## src/rtl/cpu_ctrl_pkg.sv

```systemverilog
// Shared front-end control types: branch-redirect FSM states and the redirect
// request seen by the fetch unit.
package cpu_ctrl_pkg;

    localparam int unsigned PcW = 32;

    typedef enum logic [1:0] {
        IDLE     = 2'd0,
        REDIR_DS = 2'd1,
        REDIR    = 2'd2,
        DS       = 2'd3
    } br_ctrl_state_t;

    typedef struct packed {
        logic           valid;
        logic [PcW-1:0] pc;
    } redirect_t;

    // A delay slot is still owed unless it issued alongside the branch in slot 1.
    function automatic logic ds_pending(input logic br_slot0, input logic slot1_valid);
        return ~(br_slot0 & slot1_valid);
    endfunction

endpackage

```

## src/rtl/event_counter.sv

```systemverilog
// Free-running wrap-around event counter with synchronous active-high reset.
module event_counter #(
    parameter int unsigned W = 32
) (
    input  logic         clk_i,
    input  logic         rst_i,
    input  logic         inc_i,
    output logic [W-1:0] count_o
);

    logic [W-1:0] count_q;

    always_ff @(posedge clk_i) begin
        if (rst_i) begin
            count_q <= '0;
        end else if (inc_i) begin
            count_q <= count_q + W'(1);
        end
    end

    assign count_o = count_q;

endmodule

```

## src/rtl/branch_redirect_ctrl.sv

```systemverilog
// Redirects fetch after a taken EX-stage branch, tracks the pending delay slot
// and stalls EX until both the redirect and the delay slot are resolved.
module branch_redirect_ctrl
    import cpu_ctrl_pkg::*;
#(
    parameter int unsigned PC_W  = 32,
    parameter int unsigned CNT_W = 32
) (
    input  logic             clk,
    input  logic             rst,
    input  logic             ex_br_valid,
    input  logic             ex_br_taken,
    input  logic [PC_W-1:0]  ex_br_target,
    input  logic             ex_br_slot0,
    input  logic             ex_slot1_valid,
    input  logic             except_flush,
    input  logic             redirect_ready,
    input  logic             ds_issued,
    output logic             redirect_valid,
    output logic [PC_W-1:0]  redirect_pc,
    output logic             flush_front,
    output logic             ds_hold,
    output logic             ex_stall_req,
    output logic [CNT_W-1:0] cnt_branch,
    output logic [CNT_W-1:0] cnt_taken
);

    br_ctrl_state_t  state_q, state_d;
    logic [PC_W-1:0] pc_q, pc_d;
    logic            rv_q, ds_hold_q, flush_q, stall_q;
    logic            br_accept, taken_accept;

    // Branches arriving outside IDLE violate the stall protocol and are dropped.
    assign br_accept    = ex_br_valid & (state_q == IDLE);
    assign taken_accept = br_accept & ex_br_taken;

    always_comb begin
        state_d = state_q;
        pc_d    = pc_q;
        if (except_flush) begin
            state_d = IDLE;
            pc_d    = '0;
        end else begin
            unique case (state_q)
                IDLE: begin
                    if (taken_accept) begin
                        pc_d    = ex_br_target;
                        state_d = ds_pending(ex_br_slot0, ex_slot1_valid) ? REDIR_DS : REDIR;
                    end
                end
                REDIR_DS: begin
                    if (redirect_ready && ds_issued) begin
                        state_d = IDLE;
                    end else if (redirect_ready) begin
                        state_d = DS;
                    end else if (ds_issued) begin
                        state_d = REDIR;
                    end
                end
                REDIR: begin
                    if (redirect_ready) begin
                        state_d = IDLE;
                    end
                end
                DS: begin
                    if (ds_issued) begin
                        state_d = IDLE;
                    end
                end
                default: state_d = IDLE;
            endcase
        end
    end

    always_ff @(posedge clk) begin
        if (rst) begin
            state_q   <= IDLE;
            pc_q      <= '0;
            rv_q      <= 1'b0;
            ds_hold_q <= 1'b0;
            flush_q   <= 1'b0;
            stall_q   <= 1'b0;
        end else begin
            state_q   <= state_d;
            pc_q      <= pc_d;
            rv_q      <= (state_d == REDIR_DS) || (state_d == REDIR);
            ds_hold_q <= (state_d == REDIR_DS) || (state_d == DS);
            stall_q   <= (state_d != IDLE);
            // An exception flush supersedes an accepted redirect: no front-end drop.
            flush_q   <= rv_q & redirect_ready & ~except_flush;
        end
    end

    assign redirect_valid = rv_q;
    assign redirect_pc    = pc_q;
    assign flush_front    = flush_q;
    assign ds_hold        = ds_hold_q;
    assign ex_stall_req   = stall_q;

    event_counter #(
        .W (CNT_W)
    ) u_cnt_branch (
        .clk_i   (clk),
        .rst_i   (rst),
        .inc_i   (br_accept),
        .count_o (cnt_branch)
    );

    event_counter #(
        .W (CNT_W)
    ) u_cnt_taken (
        .clk_i   (clk),
        .rst_i   (rst),
        .inc_i   (taken_accept),
        .count_o (cnt_taken)
    );

endmodule

```

## config.mk

```make
export PLATFORM = sky130hd
export DESIGN_NAME = branch_redirect_ctrl
export DESIGN_NICKNAME = d
export VERILOG_FILES = /design/src/rtl/cpu_ctrl_pkg.sv /design/src/rtl/event_counter.sv /design/src/rtl/branch_redirect_ctrl.sv
export SDC_FILE = /design/constraint.sdc
export NUM_CORES = 1
export LEC_CHECK = 0
export ABC_AREA = 0
export ABC_CLOCK_PERIOD_IN_PS = 2850
export BUFFER_PORTS_ARGS = -buffer_cell sky130_fd_sc_hd__buf_2
export CAP_MARGIN = 15
export CORE_MARGIN = 2
export CORE_UTILIZATION = 40
export CTS_BUF_LIST = sky130_fd_sc_hd__clkbuf_4 sky130_fd_sc_hd__clkbuf_8
export CTS_CLUSTER_DIAMETER = 200
export CTS_CLUSTER_SIZE = 14
export DETAILED_ROUTE_END_ITERATION = 10
export PLACE_DENSITY = 0.68
export SLEW_MARGIN = 0
export SYNTH_ARGS = -nofsm -noshare
export SYNTH_HDL_FRONTEND = slang
export SYNTH_HIERARCHICAL = 1
export SYNTH_SLANG_ARGS = --single-unit
```

## constraint.sdc

```tcl
create_clock -name clk -period 2.85 [get_ports clk]
set_input_delay 0.57 -clock clk [delete_from_list [all_inputs] [get_ports clk]]
set_output_delay 0.57 -clock clk [all_outputs]
set_load 0.005 [all_outputs]
```

# [Yosys cells after proc, flatten, opt, wreduce, memory -nomap -nowiden]
# Cells that the tools add are included.
[classes] n_addsub=2 mul=0 div=0 n_lt_le_gt_ge=0 eq_ne=6 n_shift=0 n_mux=9 bitwise=6 reduce_logical=7
[ops] op="$add 32x1->32 const B" n=2
[ops] op="$mux 2" n=8
[ops] op="$eq 2x2->1 const B" n=4
[ops] op="$pmux 2 s4" n=1
[ops] op="$and 1x1->1" n=5
[ops] op="$eq 2x1->1 const B" n=2
[ops] op="$logic_not 2->1" n=1
[ops] op="$logic_or 1x1->1" n=2
[ops] op="$reduce_and 2->1" n=1
[ops] op="$reduce_bool 2->1" n=1
[ops] op="$reduce_or 2->1" n=1
[ops] op="$logic_and 1x1->1" n=1
[ops] op="$not 1->1" n=1
[word_totals] regBits=102 latchBits=0 mem_bits_rw=0 romBits=0 inputBits=41 output_inout_bits=100 word_cells=38 mem_count=0

# [Depth between registers and ports, before layout]
# Gate-level depths: netlist of run 1.
[logic_depth] ltp_word=8 ltp_mapped=10 ltp_nobuf=6

# [By module]
# The synthesis of run 1 kept the hierarchy.
[modules_own_cells] mod="event_counter" n_inst=2 cells_each=181 area_per_inst_um2=1564.0 seq_area_each_um2=640.6
[modules_own_cells] mod="branch_redirect_ctrl" n_inst=1 cells_each=165 area_per_inst_um2=1396.3 seq_area_each_um2=740.7

# [Least setup slack after synthesis of run 1]
# No wires, ideal clock.
[synth_path] kind="input to register" start="input ex_br_valid" end="register u_cnt_taken.count_q[27], in the netlist u_cnt_taken/count_o[27]" setup_time_ps=121 arrival_ps=2299 required_time_ps=2729 setup_slack_ps=430 path_stages=10 path_buffers=4 path_cell_list="nand4bb_1 buf_6 clkinv_4 buf_6 buf_2 and4_1 buf_2 nand4_1 nor3b_1 mux2_2"
[synth_between] elab_chain_len=2
[synth_lines] element="from (decl)" line="branch_redirect_ctrl.sv:11" source="input logic ex_br_valid,"
[synth_lines] element="$and 1x1->1" line="branch_redirect_ctrl.sv:34" source="assign br_accept = ex_br_valid & (state_q == IDLE);"
[synth_lines] element="$and 1x1->1" line="branch_redirect_ctrl.sv:35" source="assign taken_accept = br_accept & ex_br_taken;"
[synth_lines] element="net taken_accept" line="branch_redirect_ctrl.sv:31" source="logic br_accept, taken_accept;"
[synth_lines] element="to (signal assigned)" line="event_counter.sv:17" source="count_q <= count_q + W'(1);"
[synth_lines] element="to (decl)" line="event_counter.sv:11" source="logic [W-1:0] count_q;"
# The timed path passes the listed nets, and every way through them passes these cells.
# A chain may end at the register's enable or synchronous reset.

# [Worst setup path after layout of run 1]
[layout_path] start="register state_q[0]" end="register u_cnt_taken.count_q[26], in the netlist u_cnt_taken/count_o[26]"
[layout_between] elab_chain_len=3
[layout_lines] element="from (decl)" line="branch_redirect_ctrl.sv:28" source="br_ctrl_state_t state_q, state_d;"
[layout_lines] element="from (signal assigned)" line="branch_redirect_ctrl.sv:84" source="state_q <= state_d;"
[layout_lines] element="$logic_not 2->1" line="branch_redirect_ctrl.sv:34"
[layout_lines] element="$and 1x1->1" line="branch_redirect_ctrl.sv:34"
[layout_lines] element="$and 1x1->1" line="branch_redirect_ctrl.sv:35"
# No other way between the ends.

==> flow_metrics.env, run 1 <==
export IMPL_cts_resized=0
export IMPL_yosysWarnings=6
export IMPL_synth_most_common_cell="dfxtp_1"
export IMPL_fp_dieH_um=110
export IMPL_ctsHoldBuffers=0
export IMPL_pin_count=141
export IMPL_ys_flop_type="dfxtp_1"
export IMPL_grt_pass1_wl_um=17200
export IMPL_fin_cells=795
export IMPL_hpwl_um=7940
export IMPL_cts_buffers=9
export IMPL_crit_arrival_ps=2550
export IMPL_clk_pin_slew_worst_paths_ps=90
export IMPL_final_max_slew_viol_count=0
export IMPL_fin_nets=696
export IMPL_die_w_um=110
export IMPL_final_hold_violation_count=0
export IMPL_drcViolationCount=0
export IMPL_critPathSlowestCell="and4_1"
export IMPL_startpoint_type="register"
export IMPL_finClkSkew_ps=8.59
export IMPL_place_inst=781
export IMPL_synth_area_leaders="dfxtp_1 (45%), nand2_1 (7.0%), nor2_1 (4.6%)"
export IMPL_hold_class="in2reg"
export IMPL_synth_seq_cells=101
export IMPL_clock_sinks=101
export IMPL_setup_tns_ps=0
export IMPL_detail_route_wl_per_cell_um=13.7
export IMPL_area_delta_synth_final_pct=19.9
export IMPL_post_route_period_util=0.813
export IMPL_multi_input_area_um2=2280
export IMPL_htreeDepth=3
export IMPL_max_stage_delay_ps=380
export IMPL_fin_util=0.496
export IMPL_via_per_inst=5.10
export IMPL_cellLeakagePower_nw=2.31
export IMPL_grt_pass1_vias=3753
export IMPL_power_mw=2.41
export IMPL_drt_wl_total_um=10900
export IMPL_finalSetupViolCount=0
export IMPL_worst_pin_slew_ps=786
export IMPL_avgSynthCellArea_um2=8.59
export IMPL_ant_nets=0
export IMPL_yosys_area_top_type_share=0.447
export IMPL_power_density_nw_per_um2=443
export IMPL_netlist_area_um2=4520
export IMPL_grt_overflow=0
export IMPL_synth_fp_nets=571
export IMPL_antenna_found_initial=0
export IMPL_drt_iter0_markers=153
export IMPL_cts_tree="built"
export IMPL_postCtsSetupRepairBufs=0
export IMPL_vias=4052
export IMPL_required_ps=3080
export IMPL_dieArea_um2=12200
export IMPL_synth_common_cells="dfxtp_1 (101), nand2_1 (84), nor2_1 (56)"
export IMPL_critical_path_class="reg2reg"
export IMPL_path_delay_family="simple AND/OR/NAND/NOR gates"
export IMPL_rows=38
export IMPL_cp_buffers_inverters=1
export IMPL_rsz0062_at_grt="false"
export IMPL_postSynthCellCount=527
export IMPL_clock_latency_ps=350
export IMPL_cts_root_buf="clkbuf_8"
export IMPL_n_fill_cell=1062
export IMPL_cp_max_fo=9
export IMPL_coreArea_um2=10900
export IMPL_synth_edff_count=0
export IMPL_io_buffers=140
export IMPL_regArea_um2=2020
export IMPL_initial_core_util=0.414
export IMPL_yosysTopAreaCell="dfxtp_1"
export IMPL_ir_worst_vdd_mv=0.203
export IMPL_ys_async_sr_fraction=0
export IMPL_firstDrtPassIters=4
export IMPL_seq_area_frac_synth=0.447
export IMPL_cap_violations=0
export IMPL_outcome="completed"
export IMPL_crit_chain="nand4bb_1, clkinv_4, and4_1, nand4_1, nor3_1, mux2_1"
export IMPL_synth_distinct_cells=40
export IMPL_fin_crit_ps=2320
export IMPL_antenna_cells=0
export IMPL_hold_ws_ps=449
export IMPL_fmax_mhz=431
export IMPL_routabilityCongestion=0.846
export IMPL_crit_path_end_kind="register"
export IMPL_grt_max_degree=59
export IMPL_cts_buffer_depth=2
export IMPL_drive_gt1_frac=0.304
export IMPL_slew_headroom=0.476
export IMPL_grt_use_total=0.177
path summary, 6_finish.rpt:
path,from,endpoint,slack (ps),depth (start not counted)
max,state_q[0],u_cnt_taken/count_o[26],530,6
min reg2reg,redirect_valid,flush_front,450,2
max reg2reg,state_q[0],u_cnt_taken/count_o[26],530,6
min,ex_br_target[10],redirect_pc[10],450,3
metal layers:
metal	vias to the layer above	global-route usage	wire length, µm
met5	-	0	0
met4	0	0.0679	166
met3	13	0.0312	551
met2	100	0.310	5250
met1	1887	0.216	4940
li1	2052	-	-
tightest hold or removal path, stage by stage:
cell and delay (ps):
buf_2 90, nand2_1 40, a21oi_1 50
registers in the layout (all words and copies together) (netlist names):
signal	cells
redirect_pc	32
u_cnt_branch/count_o	32
redirect_valid	1
flush_front	1
state_q	2
ex_stall_req	1
u_cnt_taken/count_o	32
report_power, final:
part           internal, mW  switching [mW]
clock                 0.364           0.452
sequential             1.43          0.0118
combinational        0.0602          0.0910
cell usage in the layout (no fill, tap or decap), drive strengths merged:
cell	instances
buf	145
dfxtp	101
nand2	84
nor2	56
a21oi	48
nor2b	22
nand4	22
mux2	22
nor3	20
nand3	19
xor2	18
clkbuf	12
o21ai	9
inv	8
or3	8
xnor2	8
or4	8
and4	6
o31ai	6
and3	6
nor4	6
or2	4
nor3b	3
ha	3
clkinv	3
and2	2
mux2i	2
nand4bb	1
nor4bb	1
a31o	1
a31oi	1
area by class of cell:
cell class                 instances  area share
clock buffer                      12      0.0293
inverter                           9     0.00715
clock inverter                     2     0.00184
sequential                       101       0.373
timing repair buffer             145       0.136
multi-input combinational        386       0.421
tap                              140      0.0323
metrics by stage:
step           worst slack, ps  instance area [µm²]
6_report                   532                 5430
5_1_grt                    344                 5430
4_1_cts                    534                 5430
3_5_place_dp               335                 5260
3_3_place_gp               390                 5260
2_1_floorplan              430                 4520
kinds of logic (layout without fill, tap and decap cells):
family,Yosys count,count (layout),synth area share
simple gates,268,268,0.302
xor+xnor,26,26,0.0503
fa+ha+maj,3,3,0.00830
flops,101,101,0.447
compound gates,65,65,0.0846
buf+inv,40,168,0.0484
mux,24,24,0.0592
Power figures use the tool's default switching activity.
==> run 2: changes to the inputs <==
- ABC_CLOCK_PERIOD_IN_PS: 2850 -> 2100
- PLACE_DENSITY: 0.68 -> 0.7
- clock period: 2.85 -> 2.1 ns (I/O delays scaled with it)
==> run 2 against run 1 <==
Effect of this change: sequential share of layout area is 1.7 points lower; sequential power increased by 35%; clock skew up 2.7 ps; maximum frequency up 18%; non-clock buffer count grew 29; clock power up 50%; largest cell class unchanged.
==> flow_metrics.env, run 2 (synthesized netlist as in run 1, its figures left out) <==
export IMPL_outcome="completed"
export IMPL_rsz0062_at_grt="false"
export IMPL_cts_tree="built"
export IMPL_critPathSlowestCell="dfxtp_1"
export IMPL_power_density_nw_per_um2=595
export IMPL_critPathLaunch="u_cnt_taken/count_o[11]"
export IMPL_drcViolationCount=0
export IMPL_grt_pass1_vias=3823
export IMPL_routabilityCongestion=0.828
export IMPL_drt_iter0_markers=234
export IMPL_antenna_found_initial=0
export IMPL_fin_util=0.520
export IMPL_antenna_cells=0
export IMPL_pre_cts_ws_ps=-96.5
export IMPL_postCtsSetupRepairBufs=0
export IMPL_reg2reg_slack_ps=130
export IMPL_hold_depth=3
export IMPL_ant_nets=0
export IMPL_rows=38
export IMPL_ctsHoldBuffers=0
export IMPL_startpoint_type="register"
export IMPL_clock_latency_ps=360
export IMPL_setup_tns_ps=0
export IMPL_vias=4228
export IMPL_cellLeakagePower_nw=2.46
export IMPL_htreeDepth=3
export IMPL_cp_max_fo=13
export IMPL_via_per_inst=5.12
export IMPL_drt_wl_total_um=11000
export IMPL_setup_ws_ps=129
export IMPL_cts_buffer_depth=2
export IMPL_hold_class="in2reg"
export IMPL_firstDrtPassIters=8
export IMPL_dieArea_um2=12200
export IMPL_fmax_mhz=507
export IMPL_die_w_um=110
export IMPL_ff2ff_path_depth=5
export IMPL_io_buffers=140
export IMPL_worstReg2RegEnd="u_cnt_taken/count_o[19]"
export IMPL_coreArea_um2=10900
export IMPL_crit_arrival_ps=2220
export IMPL_clock_sinks=101
export IMPL_cts_root_buf="clkbuf_8"
export IMPL_grt_use_total=0.179
export IMPL_post_route_period_util=0.939
export IMPL_final_hold_violation_count=0
export IMPL_final_max_slew_viol_count=0
export IMPL_grt_pass1_wl_um=17400
export IMPL_fp_dieH_um=110
export IMPL_worst_pin_slew_ps=744
export IMPL_max_stage_delay_ps=410
export IMPL_fin_cells=826
export IMPL_clk_pin_slew_worst_paths_ps=100
export IMPL_crit_chain="nand4_2, buf_4, or2_2, nor4_1, mux2_2"
export IMPL_fin_crit_ps=1970
export IMPL_finalSetupViolCount=0
export IMPL_cap_violations=0
export IMPL_final_common_cell="buf_2"
export IMPL_required_ps=2350
export IMPL_area_delta_synth_final_pct=25.7
export IMPL_worstSetupEndpoint="u_cnt_taken/count_o[19]"
export IMPL_finClkSkew_ps=11.3
export IMPL_initial_core_util=0.414
export IMPL_drive_gt1_frac=0.341
export IMPL_slew_headroom=0.504
export IMPL_detail_route_wl_per_cell_um=13.4
export IMPL_cts_buffers=9
export IMPL_layout_common_cells="buf_2 (140), dfxtp_1 (101), nand2_1 (84)"
export IMPL_fin_nets=725
export IMPL_ir_worst_vdd_mv=0.409
export IMPL_pin_count=141
export IMPL_grt_max_degree=42
export IMPL_critical_path_class="reg2reg"
export IMPL_grt_overflow=0
export IMPL_hpwl_um=8200
export IMPL_place_inst=810
export IMPL_crit_path_end_kind="register"
export IMPL_r2r_start="u_cnt_taken/count_o[11]"
-- run 2: cell count changes in the layout (fill, tap and decap cells not counted), sizes merged --
cell      delta
buf         +29
clkbuf       -2
clkinvlp     +2
bufinv       +1
clkinv       +1
-- run 2: worst min path at each step --
stage / startpoint / slack [ps] / to
finish: ex_br_target[3] / 290 / redirect_pc[3]
global route: ex_br_target[31] / 280 / redirect_pc[31]
CTS: ex_br_target[3] / 260 / redirect_pc[3]
detailed placement: redirect_valid / 430 / flush_front
global placement: redirect_valid / 430 / flush_front
floorplan: redirect_valid / 430 / flush_front
-- run 2: routing by layer --
metal,GRT usage,vias to the layer above,routed length (µm)
met5,0,-,0
met4,0.0759,0,238
met3,0.0370,20,718
met2,0.302,136,5170
met1,0.222,1960,4920
li1,-,2112,-
-- run 2: area by class of cell --
class / instances / area [µm²]
fill: 1024 / 5250
multi-input combinational: 386 / 2300
sequential: 101 / 2020
timing repair buffer: 174 / 960
tap: 140 / 175
clock buffer: 10 / 131
clock inverter: 6 / 63.8
inverter: 9 / 38.8
-- run 2: power breakdown --
part / leakage, nW / switching [mW] / internal [mW]
combinational: 1.54 / 0.127 / 0.0879
clock: 0.0957 / 0.657 / 0.562
sequential: 0.816 / 0.0148 / 1.94
total: 2.46 / 0.799 / 2.59
-- run 2: what timing repair did --
action | 4_1_cts | 5_1_grt
setup endpoints to repair | 1 | 20
pin swaps | 0 | 0
gates resized for setup | 1 | 4
-- run 2: metrics by stage --
stage | area [µm²] | total power [mW] | hold WS [ps]
2_1_floorplan | 4540 | 2.12 | 433
3_3_place_gp | 5480 | 2.21 | 432
3_5_place_dp | 5480 | 2.21 | 428
4_1_cts | 5680 | 3.44 | 264
5_1_grt | 5690 | 3.53 | 280
6_report | 5690 | 3.39 | 293
-- run 2: worst max-delay path, delay by kind of cell (launching register included) --
kind	cells	cell delay, ps
buffers and inverters	1	160
muxes	1	370
and+or+nand+nor	3	910
DFF	1	410
==> run 3: changes to the inputs <==
- ABC_AREA: 0 -> 1
- PLACE_DENSITY: 0.7 -> 0.69
==> run 3 against run 2 <==
Effect of this change: via count is 17% higher; design area up 8.9%; first-iteration DRC count grew 31%; die area increased by 13%; critical path depth rose by 5; setup slack better by 220 ps; wire length increased by 10%; global-route usage rose by 0.24 points; combinational power is 24% higher; non-clock buffer count is 28 lower; final cell count is 31% higher; clock power about the same; highest routed layer unchanged.
==> flow_metrics.env, run 3 <==
export IMPL_outcome="completed"
export IMPL_avgSynthCellArea_um2=6.72
export IMPL_yosysWarnings=6
export IMPL_hpwl_um=8920
export IMPL_final_max_slew_viol_count=0
export IMPL_clock_sinks=101
export IMPL_detail_route_wl_per_cell_um=11.2
export IMPL_drt_wl_total_um=12200
export IMPL_ys_flop_type="dfxtp_1"
export IMPL_routabilityCongestion=0.858
export IMPL_postSynthCellCount=767
export IMPL_pin_count=141
export IMPL_coreArea_um2=12600
export IMPL_cp_max_fo=8
export IMPL_dieArea_um2=13800
export IMPL_synth_seq_cells=101
export IMPL_fmax_mhz=570
export IMPL_area_delta_synth_final_pct=20.1
export IMPL_ant_nets=0
export IMPL_ir_worst_vdd_mv=0.574
export IMPL_fin_cells=1084
export IMPL_fin_crit_ps=1750
export IMPL_gr_usage_met2=0.293
export IMPL_initial_core_util=0.409
export IMPL_fp_dieH_um=118
export IMPL_synth_fp_nets=811
export IMPL_grt_pass1_wl_um=20400
export IMPL_slew_headroom=0.603
export IMPL_vias=4962
export IMPL_drcViolationCount=0
export IMPL_power_density_nw_per_um2=557
export IMPL_layout_common_cells="nand2_1 (186), nor2_1 (147), buf_2 (140)"
export IMPL_grt_util_met1=0.229
export IMPL_firstDrtPassIters=4
export IMPL_worstReg2RegEnd="u_cnt_taken/count_o[28]"
export IMPL_synth_most_common_cell="nand2_1"
export IMPL_fin_nets=950
export IMPL_reg2reg_slack_ps=350
export IMPL_worst_pin_slew_ps=595
export IMPL_hold_depth=3
export IMPL_critPathLaunch="state_q[0]"
export IMPL_power_mw=3.45
export IMPL_synth_area_leaders="dfxtp_1 (39%), nand2_1 (14%), nor2_1 (11%)"
export IMPL_grt_use_total=0.181
export IMPL_postCtsSetupRepairBufs=0
export IMPL_rows=41
export IMPL_htreeDepth=3
export IMPL_cts_buffers=9
export IMPL_synth_edff_count=0
export IMPL_startpoint_type="register"
export IMPL_yosys_area_top_type_share=0.392
export IMPL_drt_iter0_markers=307
export IMPL_cts_buffer_depth=2
export IMPL_fin_util=0.491
export IMPL_yosysTopAreaCell="dfxtp_1"
export IMPL_r2r_start="state_q[0]"
export IMPL_die_w_um=118
export IMPL_io_buffers=140
export IMPL_synth_distinct_cells=28
export IMPL_via_per_inst=4.58
export IMPL_clk_pin_slew_worst_paths_ps=90
export IMPL_rsz0062_at_grt="false"
export IMPL_clock_latency_ps=380
export IMPL_hold_class="in2reg"
export IMPL_finClkSkew_ps=9.61
export IMPL_ctsHoldBuffers=0
export IMPL_use_met3=0.0615
export IMPL_cts_tree="built"
export IMPL_min_to="redirect_pc[13]"
export IMPL_finalSetupViolCount=0
export IMPL_cellLeakagePower_nw=3.07
export IMPL_crit_path_end_kind="register"
export IMPL_final_hold_violation_count=0
export IMPL_ys_async_sr_fraction=0
export IMPL_critical_path_class="reg2reg"
export IMPL_holdCritStartpoint="ex_br_target[13]"
export IMPL_seq_area_frac_synth=0.392
export IMPL_hold_ws_ps=250
export IMPL_synth_common_cells="nand2_1 (186), nor2_1 (148), inv_1 (102)"
export IMPL_setup_tns_ps=0
export IMPL_drive_gt1_frac=0.261
export IMPL_crit_arrival_ps=2040
export IMPL_cts_root_buf="clkbuf_8"
export IMPL_place_inst=1067
export IMPL_busiest_layer="met2"
export IMPL_ff2ff_path_depth=10
export IMPL_cts_resized=0
export IMPL_netlist_area_um2=5160
export IMPL_grt_pass1_vias=4348
export IMPL_antenna_found_initial=1
export IMPL_cap_violations=0
export IMPL_grt_overflow=0
export IMPL_post_route_period_util=0.835
export IMPL_required_ps=2390
export IMPL_grt_max_degree=65
export IMPL_final_common_cell="nand2_1"
[run 3: changes by cell type after synthesis, moves of 8 or more]
cell,before,now
nor2_1,56,148
nand3_1,19,46
xor2_1,18,0
clkbuf_1,14,0
a21oi_2,10,0
nor2b_1,22,0
mux2_2,18,0
or3_1,8,0
nand2_1,84,186
nand2_2,0,22
nor2_2,0,23
inv_1,8,102
nor2_4,0,16
nor3_1,20,2
[run 3: where the power goes]
| group | total (mW) | internal [mW] | switching (mW) |
|---|---|---|---|
| logic | 0.267 | 0.107 | 0.160 |
| clock network | 1.21 | 0.541 | 0.670 |
| registers | 1.97 | 1.95 | 0.0237 |
[run 3: cell families after synthesis]
kind of cell    Yosys count  synth area share
simple gates            471             0.425
buf+inv                 124             0.102
flops                   101             0.392
compound gates           62            0.0636
xor+xnor                  6            0.0102
fa+ha+maj                 3           0.00728
[run 3: worst max-delay path, cell delays in order (launching register included)]
cell	delay [ps]
dfxtp_1	370
nor2_2	150
nand3_2	100
inv_1	250
nand2_2	130
nor2_4	150
nand3_4	130
nor2_2	170
nand3_1	90
nand2_1	60
nor2_1	40
[run 3: worst max-delay path by stage]
stage,end,slack (ps),depth (start not counted)
floorplan,u_cnt_taken/count_o[24],330,13
global placement,u_cnt_taken/count_o[24],350,10
detailed placement,u_cnt_taken/count_o[28],320,10
CTS,u_cnt_taken/count_o[28],340,10
global route,u_cnt_taken/count_o[25],160,11
finish,u_cnt_taken/count_o[28],350,10
[run 3: area by class of cell]
class	count	area [µm²]
fillers	1347	6420
multi-input cells	542	2620
flip-flops and latches	101	2020
repair buffers	146	746
inverters	106	403
well taps	172	215
clock buffers	13	173
clock inverters	3	18.8
diodes	1	2.50
[run 3: per-layer routing]
| metal | vias to the layer above | share of wire |
|---|---|---|
| met1 | 2163 | 0.47 |
| met3 | 16 | 0.068 |
| met5 | - | 0 |
| met2 | 134 | 0.45 |
| li1 | 2649 | - |
| met4 | 0 | 0.018 |
[run 3: per-stage QoR]
step / cell area (µm²) / setup WS, ps
2_1_floorplan: 5160 / 333
4_1_cts: 6190 / 335
6_report: 6190 / 346
3_3_place_gp: 6000 / 347
3_5_place_dp: 6000 / 319
5_1_grt: 6190 / 158
